### config.mk
export PLATFORM = sky130hd
export DESIGN_NAME = window_feeder
export DESIGN_NICKNAME = d
export VERILOG_FILES = /design/src/rtl/window_feeder.sv
export SDC_FILE = /design/constraint.sdc
export NUM_CORES = 1
export LEC_CHECK = 0
export ABC_CLOCK_PERIOD_IN_PS = 2500
export CAP_MARGIN = 40
export CORE_AREA = 2 2 93 95
export DETAILED_ROUTE_END_ITERATION = 8
export DIE_AREA = 0 0 95 97
export GPL_ROUTABILITY_DRIVEN = 0
export PLACE_DENSITY = 0.86
export SLEW_MARGIN = 0
export SYNTH_ARGS = -nofsm -noshare
export SYNTH_HDL_FRONTEND = slang
export SYNTH_SLANG_ARGS = --single-unit
### constraint.sdc
create_clock -name clk -period 2.5 [get_ports clk]
set_input_delay 0.5 -clock clk [delete_from_list [all_inputs] [get_ports clk]]
set_output_delay 0.5 -clock clk [all_outputs]
set_load 0.05 [all_outputs]
### src/rtl/window_feeder.sv
// Feeds FWFT FIFO pixels, one per shift strobe, into the convolver's 3-tap shift register.
// Define WINDOW_FEEDER_PAD_EN to insert one zero pixel at each row edge.
module window_feeder #(
    parameter int unsigned DATA_W = 16,
    parameter int unsigned CNT_W  = 10
) (
    input  logic              clk,
    input  logic              rst,
    input  logic              start,
    input  logic [CNT_W-1:0]  cfg_cols,
    input  logic [CNT_W-1:0]  cfg_rows,
    input  logic              fifo_empty,
    input  logic [DATA_W-1:0] fifo_dout,
    output logic              fifo_rd_en,
    input  logic              stall,
    output logic [DATA_W-1:0] sr_data,
    output logic              sr_shift,
    output logic              win_valid,
    output logic              row_last,
    output logic              frame_done,
    output logic              busy
);

    // In-row shift count needs room for cfg_cols + 2 when padding is enabled.
    localparam int unsigned KW = CNT_W + 2;

`ifdef WINDOW_FEEDER_PAD_EN
    typedef enum logic [2:0] {
        StIdle   = 3'd0,
        StPadL   = 3'd1,
        StStream = 3'd2,
        StPadR   = 3'd3,
        StDone   = 3'd4
    } state_e;
    localparam state_e StRowStart = StPadL;
`else
    typedef enum logic [2:0] {
        StIdle   = 3'd0,
        StStream = 3'd2,
        StDone   = 3'd4
    } state_e;
    localparam state_e StRowStart = StStream;
`endif

    state_e state_q, state_d;

    logic [CNT_W-1:0]  cols_q, rows_q;
    logic [CNT_W-1:0]  col_cnt_q, row_cnt_q;
    logic [CNT_W-1:0]  col_nxt, row_nxt;
    logic [KW-1:0]     k_q, k_nxt;
    logic [DATA_W-1:0] sr_data_q;
    logic              sr_shift_q, win_valid_q, row_last_q, frame_done_q, busy_q;

    logic              issue, pop, row_end, cfg_load, col_last, row_is_last;
    logic [DATA_W-1:0] issue_data;

    assign col_nxt     = col_cnt_q + {{(CNT_W-1){1'b0}}, 1'b1};
    assign row_nxt     = row_cnt_q + {{(CNT_W-1){1'b0}}, 1'b1};
    assign k_nxt       = k_q + {{(KW-1){1'b0}}, 1'b1};
    assign col_last    = (col_nxt == cols_q);
    assign row_is_last = (row_nxt == rows_q);

    always_comb begin
        state_d    = state_q;
        issue      = 1'b0;
        issue_data = '0;
        pop        = 1'b0;
        row_end    = 1'b0;
        cfg_load   = 1'b0;

        case (state_q)
            StIdle: begin
                if (start) begin
                    if (cfg_cols != '0 && cfg_rows != '0) begin
                        cfg_load = 1'b1;
                        state_d  = StRowStart;
                    end else begin
                        state_d = StDone;
                    end
                end
            end
`ifdef WINDOW_FEEDER_PAD_EN
            StPadL: begin
                if (!stall) begin
                    issue   = 1'b1;
                    state_d = StStream;
                end
            end
            StPadR: begin
                if (!stall) begin
                    issue   = 1'b1;
                    row_end = 1'b1;
                end
            end
`endif
            StStream: begin
                if (!fifo_empty && !stall) begin
                    pop        = 1'b1;
                    issue      = 1'b1;
                    issue_data = fifo_dout;
                    if (col_last) begin
`ifdef WINDOW_FEEDER_PAD_EN
                        state_d = StPadR;
`else
                        row_end = 1'b1;
`endif
                    end
                end
            end
            StDone: state_d = StIdle;
            default: state_d = StIdle;
        endcase

        if (row_end) begin
            state_d = row_is_last ? StDone : StRowStart;
        end
    end

    // Pop strobe is combinational off the FWFT head; reset masks it immediately.
    assign fifo_rd_en = pop && !rst;

    always_ff @(posedge clk) begin
        if (rst) begin
            state_q      <= StIdle;
            cols_q       <= '0;
            rows_q       <= '0;
            col_cnt_q    <= '0;
            row_cnt_q    <= '0;
            k_q          <= '0;
            sr_data_q    <= '0;
            sr_shift_q   <= 1'b0;
            win_valid_q  <= 1'b0;
            row_last_q   <= 1'b0;
            frame_done_q <= 1'b0;
            busy_q       <= 1'b0;
        end else begin
            state_q      <= state_d;
            sr_shift_q   <= issue;
            win_valid_q  <= issue && (k_nxt >= KW'(3));
            row_last_q   <= row_end;
            frame_done_q <= (state_q == StDone);

            if (issue) begin
                sr_data_q <= issue_data;
                k_q       <= row_end ? '0 : k_nxt;
            end
            if (pop) begin
                col_cnt_q <= col_last ? '0 : col_nxt;
            end
            if (row_end) begin
                row_cnt_q <= row_nxt;
            end

            if (cfg_load) begin
                cols_q    <= cfg_cols;
                rows_q    <= cfg_rows;
                col_cnt_q <= '0;
                row_cnt_q <= '0;
                k_q       <= '0;
                busy_q    <= 1'b1;
            end else if (state_q == StDone) begin
                busy_q <= 1'b0;
            end
        end
    end

    assign sr_data    = sr_data_q;
    assign sr_shift   = sr_shift_q;
    assign win_valid  = win_valid_q;
    assign row_last   = row_last_q;
    assign frame_done = frame_done_q;
    assign busy       = busy_q;

endmodule

==> qor.yml, run 1 <==
met1_length_um: 4427
grt_max_degree: 26
firstDrtPassIters: 5
wirelength_um: 10610
fin_skew_ns: 0.01010
clk_pin_slew_worst_paths_ns: 0.08
wl_met2_um: 5496
power_mw: 2.892
num_vias: 3880
synth_cell_types: 46
grt_overflow: 0
antennaDiodeCount: 0
drive_gt1_frac: 0.1897
cp_max_fo: 4
syn_area_per_cell_um2: 8.205
post_dp_cell_area_um2: 4873
worstReg2RegStart: "col_cnt_q[1]$_SDFFE_PP0P_"
tritoncts: "yes"
synth_warnings: 0
grt_pass1_vias: 3604
final_hold_viol_count: 0
io_pins: 63
whs_path_depth: 3
syn_inst: 470
seq_area_frac_synth: 0.3894
numCtsBuffers: 9
routed-wl-met3_um: 463
fp.dieW_um: 95
dp.cells: 663
crit_start: "cfg_cols[0]"
finalSetupTns_ns: 0
synth_area_um2: 3856
die_y_um: 97
clkSinkCount: 75
fin_crit_sh: 0.9780
maxCapViolCount: 0
top_layer: "met4"
timing.fmax_mhz: 409.0
min_path_type: "input pin to flip-flop"
final_cell_mix: "73 x nand2_1, 69 x dfxtp_1, 58 x buf_4"
portBuffers: 62
fin_util: 0.6528
timing.slew.headroom: 0.6434
cp.required_ns: 2.00
synth-seq-cells: 75
via_per_inst: 5.664
start_util: 0.4741
period_minus_slack_ns: 2.445
cp_data_arrival_time_ns: 1.95
fp.coreArea_um2: 8134
p_leak_nw: 2.139
holdPathEnd: "rows_q[1]$_SDFFE_PP0P_"
syn_to_final_growth_pct: 37.70
clockBufferDepth: 2
num_rows: 33
drtIter0Drc: 289
drv_slew: 0
criticalPathCategory: "input pin to output port"
hp-start: "cfg_rows[1]"
final_common_cell: "nand2_1"
fillers: 611
drc_errors: 0
layout.nets: 621
track_usage: 0.2217
final_cells: 685
grt_pass1_wl_um: 16610
ff2ff_setup_slack_ns: 0.07
worst_slew_pin_slew_ns: 0.5332
critPathLaunchType: "input pin"
cts_root_buf: "clkbuf_8"
wl_per_cell_um: 15.49
place_hpwl_um: 7404
antenna_found_initial: 0
reg2reg_to: "col_cnt_q[9]$_SDFFE_PP0P_"
final_area_um2: 5310
syn_nets: 515
ant_nets: 0
clkLatencyLatePin_ns: 0.36
reg2reg_depth: 10
outcome: "finished, final reports clean"
finalSetupViolations: 0
power_density_nw_per_um2: 544.6
dieArea_um2: 9215
cts_max_level: 3
peakVddDrop_mv: 0.4817
crit_path_end_kind: "output port"
==> routing by layer <==
| layer | GRT usage | up-vias |
|---|---|---|
| met3 | 0.04206 | 20 |
| met5 | 0 | - |
| met1 | 0.2698 | 1839 |
| met4 | 0.08696 | 0 |
| met2 | 0.3803 | 132 |
| li1 | - | 1889 |
==> registers in the layout, summed over array words and instances, names as in the netlist <==
name        flops
row_cnt_q      10
frame_done      1
rows_q         10
col_cnt_q      10
row_last        1
state_q         2
cols_q         10
win_valid       1
sr_shift        1
sr_data        16
k_q            12
busy            1
==> stage by stage <==
step / setup WS (ns) / hold slack, ns
6_report: 0.05500 / 0.4540
5_1_grt: -0.02636 / 0.4783
3_5_place_dp: -0.3040 / 0.4486
3_3_place_gp: -0.2615 / 0.4416
2_1_floorplan: 0.01992 / 0.4705
4_1_cts: -0.08137 / 0.4585
==> critical path: stages <==
cell and delay (ns):
clkdlybuf4s50_1 0.45, nor4_2 0.16, nand3_1 0.17, nand4_1 0.16
nor2b_4 0.19, nand2_4 0.09, inv_4 0.09, buf_12 0.13
==> Yosys cell counts, drive strengths merged <==
library cell / instances / area, um^2
o22a: 1 / 8.760
nand3: 25 / 135.1
and3: 7 / 43.79
a21o: 1 / 7.510
nand4b: 1 / 8.760
clkbuf: 16 / 60.06
xnor2: 15 / 131.4
and2: 3 / 18.77
a221oi: 1 / 15.01
o21ai: 18 / 90.09
o22ai: 2 / 12.51
nor4b: 2 / 23.77
o211ai: 8 / 60.06
a21oi: 32 / 160.2
nor4: 10 / 77.57
ha: 4 / 50.05
nand2: 76 / 285.3
nor3b: 2 / 15.01
a211oi: 6 / 45.04
or3: 14 / 87.58
nor2: 40 / 150.1
o31ai: 4 / 30.03
nor3: 8 / 51.30
or4: 10 / 75.07
xor2: 16 / 140.1
or2: 4 / 25.02
and4: 3 / 26.28
buf: 10 / 75.07
inv: 4 / 15.01
dfxtp: 75 / 1501
nor2b: 4 / 25.02
o21ba: 1 / 10.01
a31oi: 5 / 31.28
nand3b: 1 / 7.510
nand4: 9 / 56.30
mux2i: 23 / 230.2
nand2b: 5 / 31.28
a32oi: 1 / 8.760
a221o: 3 / 30.03
==> cell families after synthesis <==
group                      count (synthesis)  share of synthesized area
AOI/OAI and AO/OA                         83                     0.1321
xor gates and xnor gates                  31                    0.07041
adders and majority gates                  4                    0.01298
buffers and inverters                     30                    0.03893
DFF                                       75                     0.3894
muxes                                     23                    0.05970
and+or+nand+nor                          224                     0.2966
==> worst max-delay path by stage <==
stage          cells past startpoint  slack [ns]                   endpoint
2_1_floorplan                      7        0.02                 fifo_rd_en
3_3_place_gp                       9       -0.26        k_q[3]$_SDFFE_PP0P_
3_5_place_dp                       9       -0.30  col_cnt_q[8]$_SDFFE_PP0P_
4_1_cts                            8       -0.08                 fifo_rd_en
5_1_grt                            8       -0.03                 fifo_rd_en
6_report                           8        0.05                 fifo_rd_en
==> power breakdown <==
group / switching (mW) / internal [mW]
Sequential: 0.0392 / 1.24
Clock: 0.449 / 0.611
Combinational: 0.297 / 0.252
Total: 0.786 / 2.11
==> layout make-up <==
cell class | count | area (um^2) | area share
repair buffers | 120 | 1099 | 0.2069
flip-flops and latches | 75 | 1509 | 0.2842
well taps | 105 | 131.4 | 0.02474
clock inverters | 4 | 73.82 | 0.01390
inverters | 4 | 17.52 | 0.003299
clock buffers | 11 | 151.4 | 0.02851
multi-input cells | 366 | 2328 | 0.4385
==> timing repair <==
| action | in CTS | in global routing |
|---|---|---|
| setup endpoints to repair | 23 | 25 |
| gates cloned | 0 | 1 |
| buffers inserted | 0 | 6 |
| hold buffers | 0 | 0 |
| gates resized for setup | 10 | 33 |
| pin swaps | 1 | 9 |
(Power assumes the default switching activity.)
==> inputs of run 2 (changes only) <==
--- a/config.mk
+++ b/config.mk
@@ -16,3 +16,4 @@
 export SYNTH_ARGS = -nofsm -noshare
 export SYNTH_HDL_FRONTEND = slang
 export SYNTH_SLANG_ARGS = --single-unit
+export TNS_END_PERCENT = 5
==> results of run 2 <==
Same layout as run 1: the final DEF is identical, and so are final timing and power.
==> inputs of run 3 (changes only) <==
--- a/config.mk
+++ b/config.mk
@@ -7,11 +7,12 @@
 export LEC_CHECK = 0
 export ABC_CLOCK_PERIOD_IN_PS = 2500
 export CAP_MARGIN = 40
-export CORE_AREA = 2 2 93 95
+export CORE_AREA = 2 2 91 93
+export CTS_BUF_LIST = sky130_fd_sc_hd__clkbuf_4 sky130_fd_sc_hd__clkbuf_8
 export DETAILED_ROUTE_END_ITERATION = 8
-export DIE_AREA = 0 0 95 97
+export DIE_AREA = 0 0 93 95
 export GPL_ROUTABILITY_DRIVEN = 0
-export PLACE_DENSITY = 0.86
+export PLACE_DENSITY = 0.88
 export SLEW_MARGIN = 0
 export SYNTH_ARGS = -nofsm -noshare
 export SYNTH_HDL_FRONTEND = slang
==> run 3 against run 2 <==
Compared with the run above:
- the run now ends with setup timing left
- sequential cell count unchanged
- final cell count down 0.88%
- combinational power about the same
- register-to-register slack worse by 0.09 ns
- clock-buffer cell count down 1
- global-route usage up 2.5 points
- fmax down 3.0%
- via count up 5.9%
- routed wire length up 8.3%
- worst hold slack worse by 0.032 ns
- non-clock buffer count down 6
- clock skew about the same
- critical path type is now flip-flop to flip-flop
- largest power group unchanged
- highest routed layer unchanged
==> qor.yml, run 3 (synthesis gave the netlist of run 1 again) <==
power_mw: 2.802
fin_ws_ns: -0.02114
num_vias: 4110
rsz0062_at_grt: "yes"
final_cell_mix: "75 x nand2_1, 69 x dfxtp_1, 52 x buf_4"
track_usage: 0.2472
fp.dieW_um: 93
place_ws_ns: -0.2977
dieArea_um2: 8835
syn_to_final_growth_pct: 35.07
tritoncts: "yes"
period_minus_slack_ns: 2.521
drive_gt1_frac: 0.1777
cts_hold_buf: 0
cp_data_arrival_time_ns: 2.81
drtIter0Drc: 425
routed-wl-met3_um: 754
fin_crit_sh: 1.008
crit_start: "col_cnt_q[0]$_SDFFE_PP0P_"
worst_slew_pin_slew_ns: 0.5174
drc_errors: 0
met1_length_um: 4438
ff2ff_setup_slack_ns: -0.02
wl_met2_um: 5893
top_layer: "met4"
hold_slack_ns: 0.4220
cp.required_ns: 2.79
clk_pin_slew_worst_paths_ns: 0.08
grt_max_degree: 39
start_util: 0.4864
portBuffers: 62
numCtsBuffers: 9
firstDrtPassIters: 5
antenna_found_initial: 0
worstReg2RegStart: "col_cnt_q[0]$_SDFFE_PP0P_"
grt_pass1_vias: 3773
cp-endpoint: "row_cnt_q[3]$_SDFFE_PP0N_"
min_path_type: "input pin to flip-flop"
place_hpwl_um: 7463
timing.slew.headroom: 0.6540
wirelength_um: 11490
cp_max_fo: 15
crit_path_end_kind: "flip-flop"
outcome: "finished, violations left"
clkSinkCount: 75
cts_root_buf: "clkbuf_8"
final_common_cell: "nand2_1"
layout.nets: 614
reg2reg_to: "row_cnt_q[3]$_SDFFE_PP0N_"
finalSetupTns_ns: -0.02114
power_density_nw_per_um2: 537.9
peakVddDrop_mv: 0.4104
antennaDiodeCount: 0
clkLatencyLatePin_ns: 0.36
final_hold_viol_count: 0
reg2reg_depth: 9
criticalPathCategory: "flip-flop to flip-flop"
violations: "setup timing"
drv_slew: 0
fp.coreArea_um2: 7928
num_rows: 33
critPathLaunchType: "flip-flop"
grt_pass1_wl_um: 17310
finalSetupViolations: 1
ant_nets: 0
clockBufferDepth: 2
via_per_inst: 6.053
cts_max_level: 3
timing.fmax_mhz: 396.6
grt_overflow: 0
largest_register_ffs: 16
maxCapViolCount: 0
io_pins: 63
wl_per_cell_um: 16.92
fin_skew_ns: 0.01021
p_leak_nw: 2.050
die_y_um: 95
run 3: cell types whose count changed in the layout (fill, tap and decap cells not counted), moves of 2 or more:
cell             before  now
nor4_2                5    2
dlygate4sd2_1         0    8
clkdlybuf4s50_1      48   46
nand2_1              73   75
buf_4                58   52
nor4_4                1    3
clkinvlp_4            0    2
dlymetal6s2s_1       13    7
run 3: final cells by class:
type | instances | area, um^2
clock buffers | 10 | 137.6
well taps | 105 | 131.4
repair buffers | 114 | 1028
inverters | 4 | 15.01
flip-flops and latches | 75 | 1509
clock inverters | 6 | 63.81
fillers | 581 | 2719
multi-input cells | 365 | 2323
run 3: worst min path at each step:
stage                                   start                         to  depth (start not counted)
floorplan           col_cnt_q[1]$_SDFFE_PP0P_  col_cnt_q[1]$_SDFFE_PP0P_                          2
global placement      sr_data[6]$_SDFFE_PP0P_    sr_data[6]$_SDFFE_PP0P_                          2
detailed placement    sr_data[6]$_SDFFE_PP0P_    sr_data[6]$_SDFFE_PP0P_                          2
CTS                   sr_data[6]$_SDFFE_PP0P_    sr_data[6]$_SDFFE_PP0P_                          2
global route                      cfg_rows[0]     rows_q[0]$_SDFFE_PP0P_                          3
finish                            cfg_rows[1]     rows_q[1]$_SDFFE_PP0P_                          3
run 3: repair_timing:
| action | CTS | global route |
|---|---|---|
| setup buffers | 2 | 5 |
| pin swaps | 7 | 8 |
| cloned | 0 | 0 |
| setup endpoints to repair | 18 | 27 |
| resized for setup | 20 | 24 |
run 3: report_power, final:
part	internal, mW	total [mW]	switching [mW]	leakage (nW)
registers	1.24	1.29	0.0419	0.612
clock network	0.488	0.968	0.480	0.0987
logic	0.250	0.549	0.299	1.34
run 3: worst max-delay path, stage by stage (launching register included):
cell,delay (ns)
dfxtp_2,0.36
buf_4,0.16
nand3_1,0.08
or2_2,0.33
xnor2_2,0.18
nor4_4,0.35
buf_4,0.20
nand3_4,0.17
or3_1,0.41
a21oi_1,0.19
run 3: per-layer routing:
| layer | vias to the layer above | GRT usage |
|---|---|---|
| met2 | 230 | 0.4469 |
| met3 | 49 | 0.05028 |
| met5 | - | 0 |
| met4 | 0 | 0.1066 |
| li1 | 1877 | - |
| met1 | 1954 | 0.2830 |
run 3: metrics by stage:
| step | util | area [um^2] | instances |
|---|---|---|---|
| finish | 0.6570 | 5209 | 679 |
| CTS | 0.6397 | 5071 | 674 |
| global route | 0.6570 | 5209 | 679 |
| floorplan | - | 3856 | 470 |
| global placement | 0.6081 | 4821 | 656 |
| detailed placement | 0.6081 | 4821 | 656 |
